File: src/rtl/vga_pkg.sv
// rtl/vga_pkg.sv - default 640x480 VGA timing constants and sync bundle type
package vga_pkg;

   localparam int H_ACTIVE = 640;
   localparam int H_FP     = 16;
   localparam int H_SYN    = 96;
   localparam int H_BP     = 48;
   localparam int V_ACTIVE = 480;
   localparam int V_FP     = 10;
   localparam int V_SYN    = 2;
   localparam int V_BP     = 33;

   // hsync/vsync here are raw "in sync interval" flags; polarity is applied at the outputs
   typedef struct packed {
      logic hsync;
      logic vsync;
      logic sync_b;
      logic blank_b;
   } vga_sync_t;

   localparam vga_sync_t SYNC_IDLE = '{hsync: 1'b0, vsync: 1'b0, sync_b: 1'b1, blank_b: 1'b0};

endpackage

File: src/rtl/vga_delay_line.sv
// rtl/vga_delay_line.sv - enable-gated shift register aligning sync/blank with a pixel pipeline
module vga_delay_line #(
   parameter int               WIDTH   = 4,
   parameter int               DEPTH   = 0,
   parameter logic [WIDTH-1:0] RST_VAL = '0
) (
   input  logic             vgaclk,
   input  logic             reset,
   input  logic             en,
   input  logic [WIDTH-1:0] din,
   output logic [WIDTH-1:0] dout
);

   generate
      if (DEPTH == 0) begin : g_wire
         logic unused_ctrl;
         assign unused_ctrl = ^{vgaclk, reset, en};
         assign dout = din;
      end else begin : g_pipe
         logic [WIDTH-1:0] stage [DEPTH];

         always_ff @(posedge vgaclk or posedge reset) begin
            if (reset) begin
               for (int i = 0; i < DEPTH; i++) stage[i] <= RST_VAL;
            end else if (en) begin
               stage[0] <= din;
               for (int i = 1; i < DEPTH; i++) stage[i] <= stage[i-1];
            end
         end

         assign dout = stage[DEPTH-1];
      end
   endgenerate

endmodule

File: src/rtl/vga_timing_gen.sv
// rtl/vga_timing_gen.sv - VGA raster counters with sync/blank generation
// Sync and blank may be delayed by PIPE_DLY enabled cycles to match a downstream pixel pipeline.
module vga_timing_gen
   import vga_pkg::*;
#(
   parameter int HACTIVE  = H_ACTIVE,
   parameter int HFP      = H_FP,
   parameter int HSYN     = H_SYN,
   parameter int HBP      = H_BP,
   parameter int VACTIVE  = V_ACTIVE,
   parameter int VFP      = V_FP,
   parameter int VSYN     = V_SYN,
   parameter int VBP      = V_BP,
   parameter int CW       = 10,
   parameter bit HPOL     = 1'b0,
   parameter bit VPOL     = 1'b0,
   parameter int PIPE_DLY = 0
) (
   input  logic          vgaclk,
   input  logic          reset,
   input  logic          en,
   output logic          hsync,
   output logic          vsync,
   output logic          sync_b,
   output logic          blank_b,
   output logic [CW-1:0] x,
   output logic [CW-1:0] y,
   output logic          line_start,
   output logic          frame_start
);

   localparam int HMAX     = HACTIVE + HFP + HSYN + HBP;
   localparam int VMAX     = VACTIVE + VFP + VSYN + VBP;
   localparam int HS_START = HACTIVE + HFP;
   localparam int HS_END   = HACTIVE + HFP + HSYN;
   localparam int VS_START = VACTIVE + VFP;
   localparam int VS_END   = VACTIVE + VFP + VSYN;

   localparam logic [CW-1:0] X_LAST = CW'(HMAX - 1);
   localparam logic [CW-1:0] Y_LAST = CW'(VMAX - 1);

   generate
      if (HMAX > (1 << CW) || VMAX > (1 << CW)) begin : g_bad_cw
         $error("vga_timing_gen: HMAX/VMAX do not fit in CW-bit counters");
      end
      if (PIPE_DLY < 0 || PIPE_DLY > 7) begin : g_bad_dly
         $error("vga_timing_gen: PIPE_DLY must be 0..7");
      end
   endgenerate

   always_ff @(posedge vgaclk or posedge reset) begin
      if (reset) begin
         x <= '0;
         y <= '0;
      end else if (en) begin
         if (x == X_LAST) begin
            x <= '0;
            y <= (y == Y_LAST) ? '0 : y + 1'b1;
         end else begin
            x <= x + 1'b1;
         end
      end
   end

   vga_sync_t raw;
   vga_sync_t dly;

   always_comb begin
      raw         = SYNC_IDLE;
      raw.hsync   = (int'(x) >= HS_START) && (int'(x) < HS_END);
      raw.vsync   = (int'(y) >= VS_START) && (int'(y) < VS_END);
      raw.sync_b  = !(raw.hsync || raw.vsync);
      raw.blank_b = (int'(x) < HACTIVE) && (int'(y) < VACTIVE);
   end

   vga_delay_line #(
      .WIDTH   ($bits(vga_sync_t)),
      .DEPTH   (PIPE_DLY),
      .RST_VAL (SYNC_IDLE)
   ) u_dly (
      .vgaclk (vgaclk),
      .reset  (reset),
      .en     (en),
      .din    (raw),
      .dout   (dly)
   );

   // Reset gating keeps the combinational (PIPE_DLY = 0) path at idle values while reset is held
   logic hs_act;
   logic vs_act;
   assign hs_act      = dly.hsync & ~reset;
   assign vs_act      = dly.vsync & ~reset;
   assign hsync       = hs_act ? HPOL : ~HPOL;
   assign vsync       = vs_act ? VPOL : ~VPOL;
   assign sync_b      = dly.sync_b | reset;
   assign blank_b     = dly.blank_b & ~reset;
   assign line_start  = en & ~reset & (x == '0);
   assign frame_start = line_start & (y == '0);

endmodule
File: config.mk
export PLATFORM = sky130hd
export DESIGN_NAME = vga_timing_gen
export DESIGN_NICKNAME = d
export VERILOG_FILES = /design/src/rtl/vga_pkg.sv /design/src/rtl/vga_delay_line.sv /design/src/rtl/vga_timing_gen.sv
export SDC_FILE = /design/constraint.sdc
export NUM_CORES = 1
export LEC_CHECK = 0
export BUFFER_PORTS_ARGS = -buffer_cell sky130_fd_sc_hd__buf_2
export CORE_UTILIZATION = 50
export CTS_CLUSTER_SIZE = 30
export DETAILED_ROUTE_END_ITERATION = 7
export PLACE_DENSITY = 0.76
export SLEW_MARGIN = 25
export SYNTH_ARGS = -nofsm -noshare
export SYNTH_HDL_FRONTEND = slang
export SYNTH_SLANG_ARGS = --single-unit
File: constraint.sdc
create_clock -name vgaclk -period 2.2 [get_ports vgaclk]
set_clock_uncertainty 0.05 [all_clocks]
set_input_delay 0.22 -clock vgaclk [delete_from_list [all_inputs] [get_ports vgaclk]]
set_output_delay 0.22 -clock vgaclk [all_outputs]
set_load 0.03 [all_outputs]
# After elaboration in Yosys (flattened, before gate mapping)
# Index checks and enable logic that the tools add are counted.
[op_classes]
addsub = 2
n_eq_ne = 2
bitwise_logic = 8
n_lt_le_gt_ge = 6
mux = 4
reduce_logical = 8
[ops]
columns = ["operator", "count"]
rows = [
  ["10-bit by 1-bit adder with 10-bit output (second input constant)", 2],
  ["10-bit equality test (second input constant)", 2],
  ["10-bit logical NOT", 2],
  ["10-bit less-than comparator (second input constant)", 2],
  ["10-bit by 9-bit less-than comparator with 1-bit output (second input constant)", 2],
  ["10-bit two-way mux", 2],
  ["10-bit >= comparator (second input constant)", 1],
  ["10-bit by 9-bit >= comparator with 1-bit output (second input constant)", 1],
  ["1-bit bitwise AND", 6],
  ["1-bit logical AND", 3],
  ["1-bit two-way mux", 2],
  ["2-bit AND reduction", 1],
  ["1-bit logical NOT", 1],
  ["1-bit logical OR", 1],
  ["1-bit inverter", 1],
  ["1-bit bitwise OR", 1],
]
[word_totals]
regBits = 20
in_bits = 3
output_inout_bits = 26
word_cells = 32

# Depth between registers and ports, before layout
[depth]
ltp_word = 5
ltp_mapped = 6
mapped_depth_nobuf = 6

# By module
# A second synthesis with hierarchy kept.
[unflattened]
cells_unflattened = 131
area_unflattened_um2 = 1247.4
[by_module_without_submodules]
columns = ["mod", "cells_per_inst", "instances", "seq_area_each_um2", "area_each_um2"]
rows = [
  ["vga_timing_gen", 127, 1, 500.5, 1217.4],
  ["vga_delay_line", 4, 1, 0.0, 30.0],
]

# Worst setup path before layout
# Ideal clock, no wire load.
[synth_path]
kind = "reg2out"
startpoint = "reg y[2]"
endpoint = "out sync_b"
path_stages_with_launch = 5
path_buffers = 1
slack_ns = -0.046
t_arrival_ns = 1.976
required_ns = 1.930
path_cell_list = "dfrtp_1 buf_2 or4_1 or3_1 and2_1"
[synth_via]
elab_chain_len = 5
word_cells_on_any_way = 6
[synth_rtl]
columns = ["item", "line_no", "rtl"]
rows = [
  ["from (decl)", "vga_timing_gen.sv:27", "output logic [CW-1:0] y,"],
  ["from (signal assigned)", "vga_timing_gen.sv:58", "y <= (y == Y_LAST) ? '0 : y + 1'b1;"],
  ["10-bit by 9-bit >= comparator with 1-bit output / 10-bit by 9-bit less-than comparator with 1-bit output (equally long branches)", "vga_timing_gen.sv:71", "raw.vsync = (int'(y) >= VS_START) && (int'(y) < VS_END);"],
  ["1-bit logical AND (*)", "vga_timing_gen.sv:71", ""],
  ["1-bit logical OR (*)", "vga_timing_gen.sv:72", "raw.sync_b = !(raw.hsync || raw.vsync);"],
  ["1-bit logical NOT (*)", "vga_timing_gen.sv:72", ""],
  ["1-bit bitwise OR (*)", "vga_timing_gen.sv:95", "assign sync_b = dly.sync_b | reset;"],
  ["to (decl)", "vga_timing_gen.sv:24", "output logic sync_b,"],
]
# Every way passes the cells marked *; elsewhere a longest branch is shown, timed or not.

# Final worst setup path
# Same ends and word-level chain as after synthesis.

==> impl_metrics.toml <==
[run_status]
status = "finished, final reports clean"

[routing]
drtPass1Iterations = 4
met1Wirelength_um = 1220
drcViolationCount = 0
via_count = 1038
routed.top_layer = "met4"
avgRoutedWirePerCell_um = 14.4
met3_length_um = 136
routed-wl-met2_um = 1220
drt_wl_total_um = 2610
ant_nets = 0
drtIter0Drc = 44
viasPerCell = 5.73

[final_layout]
instances_no_fill = 181
multi_input_area_um2 = 622
antenna_cells = 0
drive_gt1_share_pct = 30.1
nFillCells = 184
post-route-util_pct = 63.8
layout_common_cells = "buf_2 (27), dfrtp_1 (19), nor2_1 (10)"
area_growth_syn_to_layout_pct = 20.4
mostFrequentLayoutCell = "buf_2"
seq_area_um2 = 502
fin_nets = 162

[clock_network]
cts-root-buf = "clkbuf_4"
numCtsBuffers = 3
cts_buffer_depth = 2
path_clk_slew_ps = 120
h-tree-depth = 1
cts_tree = "done"
cts.hold.buffers_added = 0
worstSkewPairLatency_ps = 300
clock_sinks = 20

[die]
die_h_um = 50.2
core_mm2 = 0.00219
initial_core_util_pct = 53.0
dieArea_mm2 = 0.00252
io_pins = 29
fp.dieW_um = 50.2
core.rowCount = 17

[worst_setup_path]
setup.worst_path.end_class = "output port"
timing.rr.end = "y[9]"
path_class = "reg -> out"
critPathLaunchType = "flop"
worstRegToRegCells = 5
r2r-start = "x[0]"
startpoint = "y[2]"
cp.required_ps = 1930
crit_arrival_ps = 1880
worst-r2r-setup-slack_ps = 420
cp_max_fo = 2
setup.worst_path.end = "sync_b"

[sta]
clock.fmax_ghz = 0.464
post-route-period-util_pct = 97.9
setup-tns-final_ps = 0
worst_slew_pin_slew_ps = 771
slew_violations = 0
rsz0062_at_grt = "false"
period_needed_ps = 2150
setup_violations = 0
finalHoldViolations = 0
worst_slack_ps = 46.6
maxSlewHeadroom_pct = 48.6

[pwr]
irDropWorstVdd_mv = 0.738
p_per_area_mw_per_mm2 = 791
leakage_nw = 0.711

[yosys]
synth_fp_nets = 129
synth_area_leaders = "dfrtp_1 (43%), xnor2_1 (6.0%), ha_1 (5.4%)"
syn_inst = 121
ys_seq_area_share_pct = 43.1
synth_warnings = 0
yosys.cell_types.count = 31
netlist_area_mm2 = 0.00116
ys_ff_latch = 20
synth_area_leader_cell = "dfrtp_1"
synth_area_per_cell_um2 = 9.60
synth_top_cell_area_share_pct = 43.1

[worst_hold_path]
hp-class = "in -> async"

[global_routing]
grt_overflow = 0
grt_pass1_wl_um = 4490
grt_pass1_vias = 994
grtUsageTotal_pct = 23.2
grt_max_degree = 21
grt_antenna_before_repair = 0

[placed_design]
dp.final_hpwl_um = 1820
post-place-cells = 174
numPortBuffers = 28
finalWeightedCongestion = 0.853
post-place-ws_ps = 263

[run]
drv_cap = 0
==> flip-flops by register name, summed over array words and instances, names as in the netlist <==
name	cells
y	10
x	10
==> layer usage <==
layer  global-route usage, %  vias to the layer above
li1                        -                      494
met1                    31.7                      499
met2                    36.4                       41
met3                    3.33                        4
met4                    10.0                        0
met5                       0                        -
==> synthesized netlist by cell type <==
library cell  count
and4_2            1
nand4_1           7
ha_1              5
xnor2_1           8
and3_1            7
and4_4            1
nor2_8            1
inv_1             7
nor2b_1           1
a41oi_1           1
o21ai_0           8
and2_1            1
dfrtp_1          20
clkbuf_2          2
o31ai_1           1
nor4b_1           2
xor2_1            3
nor3_1            3
mux2i_1           2
or3_1             1
nand2_1           8
and3_2            2
or4_1             2
nand3_4           1
a21oi_1           3
nor2_1           10
a31oi_1           1
and4_1            1
buf_2             2
and4b_4           1
nand3_1           8
==> timing repair <==
action / CTS / global route
endpoints found under the setup margin: 1 / 2
pin swaps: 1 / 2
setup buffers: 2 / 1
resized for setup: 3 / 1
==> critical path: stages (launching register included) <==
cell and delay (ps):
dfrtp_1 400, or4_1 520, or3_4 380, and2_4 160, buf_6 130
==> how the worst min path moves through the flow <==
stage | startpoint | endpoint | slack, ps | cells past startpoint
6_report | reset | y[3] | 40 | 2
5_1_grt | reset | x[8] | 120 | 2
4_1_cts | reset | y[2] | 70 | 2
3_5_place_dp | reset | y[2] | 410 | 2
3_3_place_gp | reset | y[2] | 410 | 2
2_1_floorplan | reset | x[0] | 130 | 1
==> through the flow <==
| stage | power, mW | cell area [µm²] | hold slack, ps |
|---|---|---|---|
| after CTS | 1.11 | 1390 | 65.5 |
| after global routing | 1.17 | 1400 | 117 |
| after detailed placement | 0.887 | 1330 | 407 |
| after floorplan | 0.790 | 1170 | 134 |
| after global placement | 0.878 | 1330 | 406 |
| final | 1.11 | 1400 | 41.9 |
==> cell families (layout without fill, tap and decap cells) <==
| group | count (synthesis) | after routing | share of synthesized area [%] |
|---|---|---|---|
| buffers and inverters | 11 | 43 | 3.99 |
| AOI/OAI and AO/OA | 14 | 14 | 6.68 |
| xor gates and xnor gates | 11 | 11 | 8.30 |
| adders and majority gates | 5 | 5 | 5.39 |
| and+or+nand+nor | 58 | 58 | 30.8 |
| DFF | 20 | 20 | 43.1 |
| muxes | 2 | 2 | 1.72 |
==> cell type report <==
class / instances / area share [%]
clock buffer: 4 / 2.60
sequential: 20 / 35.9
inverter: 7 / 1.88
multi-input combinational: 90 / 44.5
timing repair buffer: 32 / 12.6
tap: 28 / 2.51
==> report_power, final <==
group / total [mW] / switching [mW] / internal [mW]
combinational: 0.360 / 0.228 / 0.132
clock: 0.218 / 0.118 / 0.101
sequential: 0.527 / 0.103 / 0.424
total: 1.11 / 0.449 / 0.657
Note: power is estimated with default switching activity, not from simulation.
